===== config.mk =====
export PLATFORM = sky130hd
export DESIGN_NAME = alu_sequencer_flat
export DESIGN_NICKNAME = d
export VERILOG_FILES = /design/src/rtl/alu_sequencer_if.sv /design/src/rtl/alu_sequencer.sv /design/src/flat_wrapper.sv
export SDC_FILE = /design/constraint.sdc
export NUM_CORES = 1
export LEC_CHECK = 0
export BUFFER_PORTS_ARGS = -buffer_cell sky130_fd_sc_hd__buf_2
export CELL_PAD_IN_SITES_DETAIL_PLACEMENT = 0
export CELL_PAD_IN_SITES_GLOBAL_PLACEMENT = 1
export CORE_MARGIN = 4
export CORE_UTILIZATION = 34
export CTS_CLUSTER_SIZE = 16
export DETAILED_ROUTE_END_ITERATION = 16
export GPL_ROUTABILITY_DRIVEN = 1
export GPL_TIMING_DRIVEN = 0
export HOLD_SLACK_MARGIN = 0.15
export MAX_ROUTING_LAYER = met4
export PLACE_DENSITY = 0.75
export SLEW_MARGIN = 0
export SYNTH_ARGS = -nofsm -noshare
export SYNTH_HDL_FRONTEND = slang
export SYNTH_SLANG_ARGS = --single-unit

===== constraint.sdc =====
create_clock -name i_clk -period 1.6 [get_ports i_clk]
set_input_delay 0.08 -clock i_clk [delete_from_list [all_inputs] [get_ports i_clk]]
set_output_delay 0.08 -clock i_clk [all_outputs]
set_load 0.01 [all_outputs]

===== src/rtl/alu_sequencer_if.sv =====
// Handshake bundle between the ALU control unit (master) and alu_sequencer (slave).
interface alu_sequencer_if #(parameter int CNT_W = 4);
    logic             start;
    logic [1:0]       opcode;
    logic             q0;
    logic             q_m1;
    logic             a_msb;
    logic [7:0]       cs;
    logic             stop;
    logic             busy;
    logic [CNT_W-1:0] iter;
    logic             err;

    modport master (output start, opcode, q0, q_m1, a_msb,
                    input  cs, stop, busy, iter, err);
    modport slave  (input  start, opcode, q0, q_m1, a_msb,
                    output cs, stop, busy, iter, err);
endinterface


===== src/rtl/alu_sequencer.sv =====
// One-hot control-state generator for the ALU datapath: add, sub, Booth multiply, non-restoring divide.
// Define ALU_SEQ_DIV_EN to compile divide sequencing; without it opcode 11 is skipped and flags err.
module alu_sequencer #(
    parameter int WIDTH = 8,
    parameter int CNT_W = 4
) (
    input  logic          i_clk,
    input  logic          i_rst,
    alu_sequencer_if.slave bus
);

    typedef enum logic [7:0] {
        S_IDLE  = 8'h01,
        S_LOAD  = 8'h02,
        S_ADD   = 8'h04,
        S_SUB   = 8'h08,
        S_SHIFT = 8'h10,
        S_STORE = 8'h20,
        S_EVAL  = 8'h40,
        S_DONE  = 8'h80
    } state_t;

    localparam logic [1:0] OP_ADD = 2'b00;
    localparam logic [1:0] OP_SUB = 2'b01;
    localparam logic [1:0] OP_MUL = 2'b10;
    localparam logic [1:0] OP_DIV = 2'b11;

    state_t           r_state;
    state_t           w_next;
    logic [1:0]       r_op;
    logic [CNT_W-1:0] r_iter;
    logic [CNT_W-1:0] w_iter_dec;
    logic             w_last;
    logic             r_stop;
    logic             r_busy;
    logic             r_err;
`ifdef ALU_SEQ_DIV_EN
    logic             r_dsign;
`else
    logic             w_unused_a_msb;
    assign w_unused_a_msb = bus.a_msb;
`endif

    // Saturating decrement keeps iter from wrapping below zero.
    assign w_iter_dec = (r_iter == '0) ? '0 : r_iter - 1'b1;
    assign w_last     = (w_iter_dec == '0);

    always_comb begin
        w_next = r_state;
        unique case (r_state)
            S_IDLE:  if (bus.start) w_next = S_LOAD;
            S_LOAD: begin
                case (r_op)
                    OP_ADD:  w_next = S_ADD;
                    OP_SUB:  w_next = S_SUB;
                    OP_MUL:  w_next = S_EVAL;
`ifdef ALU_SEQ_DIV_EN
                    default: w_next = S_EVAL;
`else
                    default: w_next = S_STORE;
`endif
                endcase
            end
            S_ADD, S_SUB: begin
                if (r_op == OP_MUL)
                    w_next = S_SHIFT;
`ifdef ALU_SEQ_DIV_EN
                else if (r_op == OP_DIV)
                    w_next = w_last ? S_STORE : S_EVAL;
`endif
                else
                    w_next = S_STORE;
            end
            S_SHIFT: begin
`ifdef ALU_SEQ_DIV_EN
                if (r_op == OP_DIV)
                    w_next = r_dsign ? S_ADD : S_SUB;
                else
`endif
                    w_next = w_last ? S_STORE : S_EVAL;
            end
            S_EVAL: begin
`ifdef ALU_SEQ_DIV_EN
                if (r_op == OP_DIV)
                    w_next = S_SHIFT;
                else
`endif
                case ({bus.q0, bus.q_m1})
                    2'b10:   w_next = S_SUB;
                    2'b01:   w_next = S_ADD;
                    default: w_next = S_SHIFT;
                endcase
            end
            S_STORE: w_next = S_DONE;
            S_DONE:  w_next = S_IDLE;
            default: w_next = S_IDLE;
        endcase
    end

    // stop/busy are derived from the next state so they line up with cs.
    always_ff @(posedge i_clk) begin
        if (i_rst) begin
            r_state <= S_IDLE;
            r_stop  <= 1'b0;
            r_busy  <= 1'b0;
            r_iter  <= '0;
            r_err   <= 1'b0;
            r_op    <= OP_ADD;
`ifdef ALU_SEQ_DIV_EN
            r_dsign <= 1'b0;
`endif
        end else begin
            r_state <= w_next;
            r_busy  <= (w_next != S_IDLE);
            r_stop  <= (w_next == S_DONE);
            case (r_state)
                S_IDLE: begin
                    if (bus.start) begin
                        r_op  <= bus.opcode;
                        r_err <= 1'b0;
                    end
                end
                S_LOAD: begin
                    r_iter <= CNT_W'(WIDTH);
`ifndef ALU_SEQ_DIV_EN
                    if (r_op == OP_DIV) r_err <= 1'b1;
`endif
                end
`ifdef ALU_SEQ_DIV_EN
                S_ADD, S_SUB: if (r_op == OP_DIV) r_iter <= w_iter_dec;
                S_EVAL:       if (r_op == OP_DIV) r_dsign <= bus.a_msb;
`endif
                S_SHIFT: if (r_op == OP_MUL) r_iter <= w_iter_dec;
                default: ;
            endcase
        end
    end

    assign bus.cs   = r_state;
    assign bus.stop = r_stop;
    assign bus.busy = r_busy;
    assign bus.iter = r_iter;
    assign bus.err  = r_err;

endmodule


===== src/flat_wrapper.sv =====
// flat-port wrapper written by rule: the top's interface ports become plain ports
module alu_sequencer_flat 
#(
    parameter int WIDTH = 8,
    parameter int CNT_W = 4
)
  (i_clk, i_rst, bus_start, bus_opcode, bus_q0, bus_q_m1, bus_a_msb, bus_cs, bus_stop, bus_busy, bus_iter, bus_err);
  alu_sequencer_if #(.CNT_W(CNT_W)) bus_i ();
  input  logic i_clk;
  input  logic i_rst;
  input wire logic [$bits(bus_i.start)-1:0] bus_start;
  input wire logic [$bits(bus_i.opcode)-1:0] bus_opcode;
  input wire logic [$bits(bus_i.q0)-1:0] bus_q0;
  input wire logic [$bits(bus_i.q_m1)-1:0] bus_q_m1;
  input wire logic [$bits(bus_i.a_msb)-1:0] bus_a_msb;
  output wire logic [$bits(bus_i.cs)-1:0] bus_cs;
  output wire logic [$bits(bus_i.stop)-1:0] bus_stop;
  output wire logic [$bits(bus_i.busy)-1:0] bus_busy;
  output wire logic [$bits(bus_i.iter)-1:0] bus_iter;
  output wire logic [$bits(bus_i.err)-1:0] bus_err;
  assign bus_i.start = bus_start;
  assign bus_i.opcode = bus_opcode;
  assign bus_i.q0 = bus_q0;
  assign bus_i.q_m1 = bus_q_m1;
  assign bus_i.a_msb = bus_a_msb;
  assign bus_cs = bus_i.cs;
  assign bus_stop = bus_i.stop;
  assign bus_busy = bus_i.busy;
  assign bus_iter = bus_i.iter;
  assign bus_err = bus_i.err;
  alu_sequencer #(.WIDTH(WIDTH), .CNT_W(CNT_W)) u_core (.i_clk(i_clk), .i_rst(i_rst), .bus(bus_i));
endmodule

Yosys cells after proc, flatten, opt, wreduce, memory -nomap -nowiden:

Cells that the tools add are included.

* bits in registers: 17
* bits of input ports: 8
* output and inout bits: 15
* logic and storage cells: 45

* add/sub/neg operators: 1
* equality and inequality tests: 17
* multiplexer cells: 12
* reductions and logical operators: 9

Operators with widths (number)
* 8-bit one-hot mux with 6 select lines: 1
* 7-bit one-hot mux with 3 select lines: 1
* 5-bit one-hot mux with 2 select lines: 1
* 8-bit by 1-bit equality test with 1-bit output, second input constant: 1
* 8-bit by 2-bit equality test with 1-bit output, second input constant: 1
* 8-bit by 3-bit equality test with 1-bit output, second input constant: 1
* 8-bit by 4-bit equality test with 1-bit output, second input constant: 1
* 8-bit by 5-bit equality test with 1-bit output, second input constant: 1
* 8-bit by 6-bit equality test with 1-bit output, second input constant: 1
* 8-bit by 7-bit equality test with 1-bit output, second input constant: 1
* 8-bit equality test, second input constant: 1
* 4-bit zero test: 2
* 4-bit 2-to-1 mux: 2
* 8-bit 2-to-1 mux: 1
* 8-bit by 1-bit != test with 1-bit output, second input constant: 1
* 4-bit one-hot mux with 2 select lines: 1
* 7-bit 2-to-1 mux: 1
* 2-bit equality test, second input constant: 3
* 6-bit 2-to-1 mux: 1
* 2-bit by 1-bit equality test with 1-bit output, second input constant: 2
* 2-bit by 1-bit != test with 1-bit output, second input constant: 2
* 2-bit AND reduction: 2
* 2-bit nonzero test: 2
* 4-bit by 1-bit subtractor with 4-bit output, second input constant: 1
* 6 further kinds: 7

Logic depth before layout (Yosys ltp):

* depth after elaboration: 6
* depth in mapped cells: 6
* mapped depth without buffers: 6

Worst setup path before layout:

Ideal clock, no wire load.

* path kind: register to register
* from: reg u_core.r_state[1], in the netlist u_core.bus.cs[1]
* to: reg u_core.r_iter[1], in the netlist u_core.bus.iter[1]
* setup time: 0.121 ns
* arrival time: 1.652 ns
* data required time: 1.479 ns
* slack: -0.173 ns
* cell stages (with the launch flop): 5
* buffers on the path: 0
* clock period less this slack: 1.773 ns
* path through: dfxtp_1 -> or3b_2 -> or3b_2 -> nand4_1 -> o41ai_1

* cells in the longest elaborated chain, start to end: 3
* elaborated cells on any way between the ends: 6
* classes of those cells: 3 x eq/ne; 1 x mux; 2 x reduce/logical

Ends and longest elaborated chain
* start: declaration: line alu_sequencer.sv:28 `state_t r_state;`
* start signal: assignment: line alu_sequencer.sv:113 `r_state <= w_next;`
* 8-bit by 5-bit equality test with 1-bit output or 8-bit by 2-bit equality test with 1-bit output (tied branches): line alu_sequencer.sv:116 `case (r_state)`
* 2-bit by 1-bit != test with 1-bit output (no source line) or 2-bit nonzero test (tied branches)
* 2-bit AND reduction (no source line)
* end signal: assignment: line alu_sequencer.sv:124 `r_iter <= CNT_W'(WIDTH);`
* end signal: assignment: line alu_sequencer.sv:133 `S_SHIFT: if (r_op == OP_MUL) r_iter <= w_iter_dec;`
* end: declaration: line alu_sequencer.sv:31 `logic [CNT_W-1:0] r_iter;`

Several ways; a longest one is shown, not always the timed one.
A chain may end at the register's enable or synchronous reset.

Worst setup path in the final report:

* from: reg u_core.r_state[1], in the netlist u_core.bus.cs[1]
* to: reg u_core.r_state[6], in the netlist u_core.bus.cs[6]

* cells in the longest elaborated chain, start to end: 3
* elaborated cells on any way between the ends: 9
* classes of those cells: 7 x eq/ne; 1 x mux; 1 x reduce/logical

Ends and longest elaborated chain
* 8-bit by 3-bit equality test with 1-bit output or 8-bit by 4-bit equality test with 1-bit output (tied branches): line alu_sequencer.sv:50 `unique case (r_state)`
* 2-bit OR reduction: line alu_sequencer.sv:50
* 8-bit one-hot mux with 6 select lines (*): line alu_sequencer.sv:50

Every way passes the cells marked *; elsewhere a longest branch is shown, timed or not.

==> out/results.tsv <==
stage	metric	value	unit
outcome	status	finished clean	
critical_path	ff2ff_setup_slack	0.06	ns
route	drt-pass1-iter-count	4	
synthesis	yosysWarningCount	0	
critical_path	rr_startpoint	u_core.bus.cs[1]$_SDFF_PP0_	
clock_tree	clk_latency	0.30	ns
synthesis	ys_seq_area_share	36.3	%
route	wl_met2	1250	um
route	routedWlPerCell	14.3	um
cells_and_area	fin_nets	161	
critical_path	reg2reg_depth	5	
place	hpwl	1600	um
die	start_util	36.8	%
route	drt_iter0_drc	13	
cells_and_area	area_delta_synth_final	43.4	%
die	die_w	60.5	um
die	core	2540	um^2
pwr	irDropWorstVdd	0.000394	V
place	port-buffer-count	21	
sta	period_needed	1.54	ns
job	maxCapViolCount	0	
place	gp_congestion	0.729	
pwr	p_leak	0.619	nW
critical_path	end_kind	register	
synthesis	netlist_instances	106	
cells_and_area	final_cell_mix	buf_2 (21), buf_4 (14), nor2_1 (13), dfxtp_1 (10), inv_1 (8)	
grt	grt_first_pass_wirelength	3820	um
cells_and_area	drive_gt1_share	43.0	%
clock_tree	clk_pin_slew_worst_paths	0.10	ns
die	die_area	3660	um^2
sta	setup_tns	0	ns
synthesis	synth_nets	117	
hold_path	hold_start	bus_q0	
critical_path	startpoint_type	register	
critical_path	timing.rr.end	u_core.bus.cs[6]$_SDFF_PP0_	
cells_and_area	layout_commonest_cell	buf_2	
cells_and_area	fill_cells	243	
synthesis	avgSynthCellArea	8.84	um^2
sta	maxSlewHeadroom	67.5	%
route	viasPerCell	5.40	
place	place_inst	157	
route	met3_length	109	um
synthesis	synth.distinct_cells	40	
pwr	powerDensity	656	nW/um^2
sta	max_freq	0.647	GHz
clock_tree	cts_buffers	3	
route	antenna_left	0	
sta	skew	0.00386	ns
grt	antenna_found_initial	0	
grt	grtUsageTotal	14.5	%
grt	grt_max_degree	11	
sta	worstMarginPinSlew	0.487	ns
die	ios	23	
critical_path	cp_data_arrival_time	1.78	ns
clock_tree	cts_num_sinks	17	
hold_path	hold_end	u_core.bus.cs[3]$_SDFF_PP0_	
grt	grt-ovfl-total	0	
clock_tree	cts_buffer_depth	2	
cells_and_area	antennaDiodeCount	0	
hold_path	hold-path-cell-count	4	
route	drc	0	
grt	grt_pass1_vias	887	
sta	slew_violations	0	
clock_tree	cts_tree	built	
clock_tree	htree_levels	1	
die	num_rows	18	
sta	rsz0062_at_grt	yes	
hold_path	holdCritPathClass	in2reg	
route	drt_wl_total	2560	um
sta	finalCritPeriodShare	96.5	%
clock_tree	cts_root_buffer	clkbuf_4	
die	chipHeight	60.5	um
sta	hold_violations	0	
critical_path	crit_fanout	6	
critical_path	required	1.83	ns
route	topRoutingLayerUsed	met4	
cells_and_area	fin_cells	179	
route	wl_met1	1120	um
sta	finalSetupViolCount	0	
critical_path	path_class	reg2reg	
synthesis	netlist_area	937	um^2
route	via_count	967	
synthesis	ys_ff_latch	17	
worst max-delay path by stage:
stage	startpoint	endpoint	slack [ns]
3_3_place_gp	u_core.bus.cs[4]$_SDFF_PP0_	u_core.bus.cs[3]$_SDFF_PP0_	-0.21
4_1_cts	u_core.bus.cs[4]$_SDFF_PP0_	u_core.bus.iter[3]$_SDFFE_PP0P_	0.01
5_1_grt	u_core.bus.cs[3]$_SDFF_PP0_	u_core.bus.iter[3]$_SDFFE_PP0P_	-0.04
2_1_floorplan	u_core.bus.cs[4]$_SDFF_PP0_	u_core.bus.iter[1]$_SDFFE_PP0P_	-0.03
6_report	u_core.bus.cs[1]$_SDFF_PP0_	u_core.bus.cs[6]$_SDFF_PP0_	0.06
3_5_place_dp	u_core.bus.cs[4]$_SDFF_PP0_	u_core.bus.cs[3]$_SDFF_PP0_	-0.18
power breakdown:
part | internal, mW | leakage [nW] | switching (mW)
clock network | 0.0972 | 0.0150 | 0.140
registers | 0.434 | 0.142 | 0.0275
logic | 0.0991 | 0.461 | 0.0835
total | 0.631 | 0.619 | 0.251
per-layer routing:
layer | global-route usage [%] | vias up
li1 | - | 480
met1 | 16.9 | 458
met2 | 24.2 | 22
met3 | 1.91 | 7
met4 | 7.43 | 0
met5 | - | -
per-stage QoR:
| stage | setup WS, ns | utilization (%) | area [um^2] | hold slack [ns] | power, mW |
|---|---|---|---|---|---|
| floorplan | -0.0260 | - | 960 | 0.183 | 0.561 |
| global placement | -0.213 | 43.3 | 1100 | 0.312 | 0.603 |
| detailed placement | -0.184 | 43.3 | 1100 | 0.319 | 0.604 |
| CTS | 0.0113 | 49.4 | 1260 | 0.157 | 0.879 |
| global route | -0.0449 | 52.8 | 1340 | 0.156 | 0.930 |
| finish | 0.0553 | 52.8 | 1340 | 0.162 | 0.881 |
synthesized netlist by cell type:
master | number | area, um^2
nand2_1 | 5 | 18.8
o221a_2 | 1 | 11.3
nor3b_1 | 3 | 22.5
maj3_1 | 1 | 10.0
o211a_1 | 1 | 10.0
and4b_1 | 1 | 10.0
nor4b_1 | 2 | 17.5
a21oi_1 | 3 | 15.0
nor3_1 | 1 | 5.00
a31o_2 | 1 | 8.76
o211ai_1 | 2 | 15.0
o41ai_1 | 1 | 8.76
nand3b_1 | 2 | 15.0
and3_2 | 1 | 7.51
ha_1 | 3 | 37.5
a22oi_1 | 1 | 7.51
nand3_1 | 2 | 10.0
nand2b_1 | 1 | 6.26
o21ai_0 | 4 | 20.0
inv_1 | 8 | 30.0
a31oi_1 | 3 | 18.8
clkbuf_1 | 2 | 7.51
dfxtp_1 | 17 | 340
a32oi_1 | 2 | 17.5
nand4_4 | 1 | 21.3
or2_2 | 1 | 6.26
or4b_2 | 1 | 10.0
and4_2 | 2 | 20.0
o32ai_1 | 1 | 8.76
nand4_1 | 1 | 6.26
or3b_2 | 2 | 17.5
and2b_1 | 3 | 22.5
nor2_1 | 14 | 52.6
nor4_4 | 1 | 21.3
nor2b_1 | 2 | 12.5
mux2i_1 | 2 | 20.0
nor4_1 | 1 | 6.26
or4_1 | 1 | 7.51
or3_1 | 4 | 25.0
xnor2_1 | 1 | 8.76
registers in the layout, indices dropped and copies added (netlist names):
| signal | flops |
|---|---|
| u_core.bus.cs | 8 |
| u_core.bus.iter | 4 |
| u_core.r_op | 2 |
| u_core.bus.busy | 1 |
| u_core.bus.err | 1 |
| u_core.bus.stop | 1 |
what timing repair did:
item | in CTS | in global routing
pin swaps | 4 | 7
gates cloned | 0 | 0
setup endpoints to repair | 13 | 12
gates resized for setup | 9 | 10
setup buffers | 6 | 8
hold endpoints to repair | 6 | 0
hold buffers | 4 | 0
cells by family (layout without fill, tap and decap cells):
| family | count (synthesis) | count (layout) | share of synthesized area, % |
|---|---|---|---|
| xor+xnor | 1 | 1 | 0.935 |
| mux | 2 | 2 | 2.14 |
| buf+inv | 10 | 53 | 4.01 |
| compound gates | 20 | 20 | 15.1 |
| fa+ha+maj | 4 | 4 | 5.07 |
| flops | 17 | 17 | 36.3 |
| simple gates | 52 | 52 | 36.4 |
critical path: stages, from the launching register on:
cell and delay, ns:
dfxtp_4 0.40, or3b_4 0.41, buf_4 0.15, nor3b_4 0.26, nand2_1 0.11, a21oi_1 0.14
layout make-up:
class | count | area, um^2 | area share, %
Tap cell | 30 | 37.5 | 2.79
Multi-Input combinational cell | 79 | 627 | 46.6
Timing Repair Buffer | 39 | 250 | 18.6
Buffer | 2 | 11.3 | 0.838
Clock buffer | 4 | 26.3 | 1.96
Sequential cell | 17 | 362 | 26.9
Inverter | 8 | 30.0 | 2.23
Note: power is estimated with default switching activity, not from simulation.
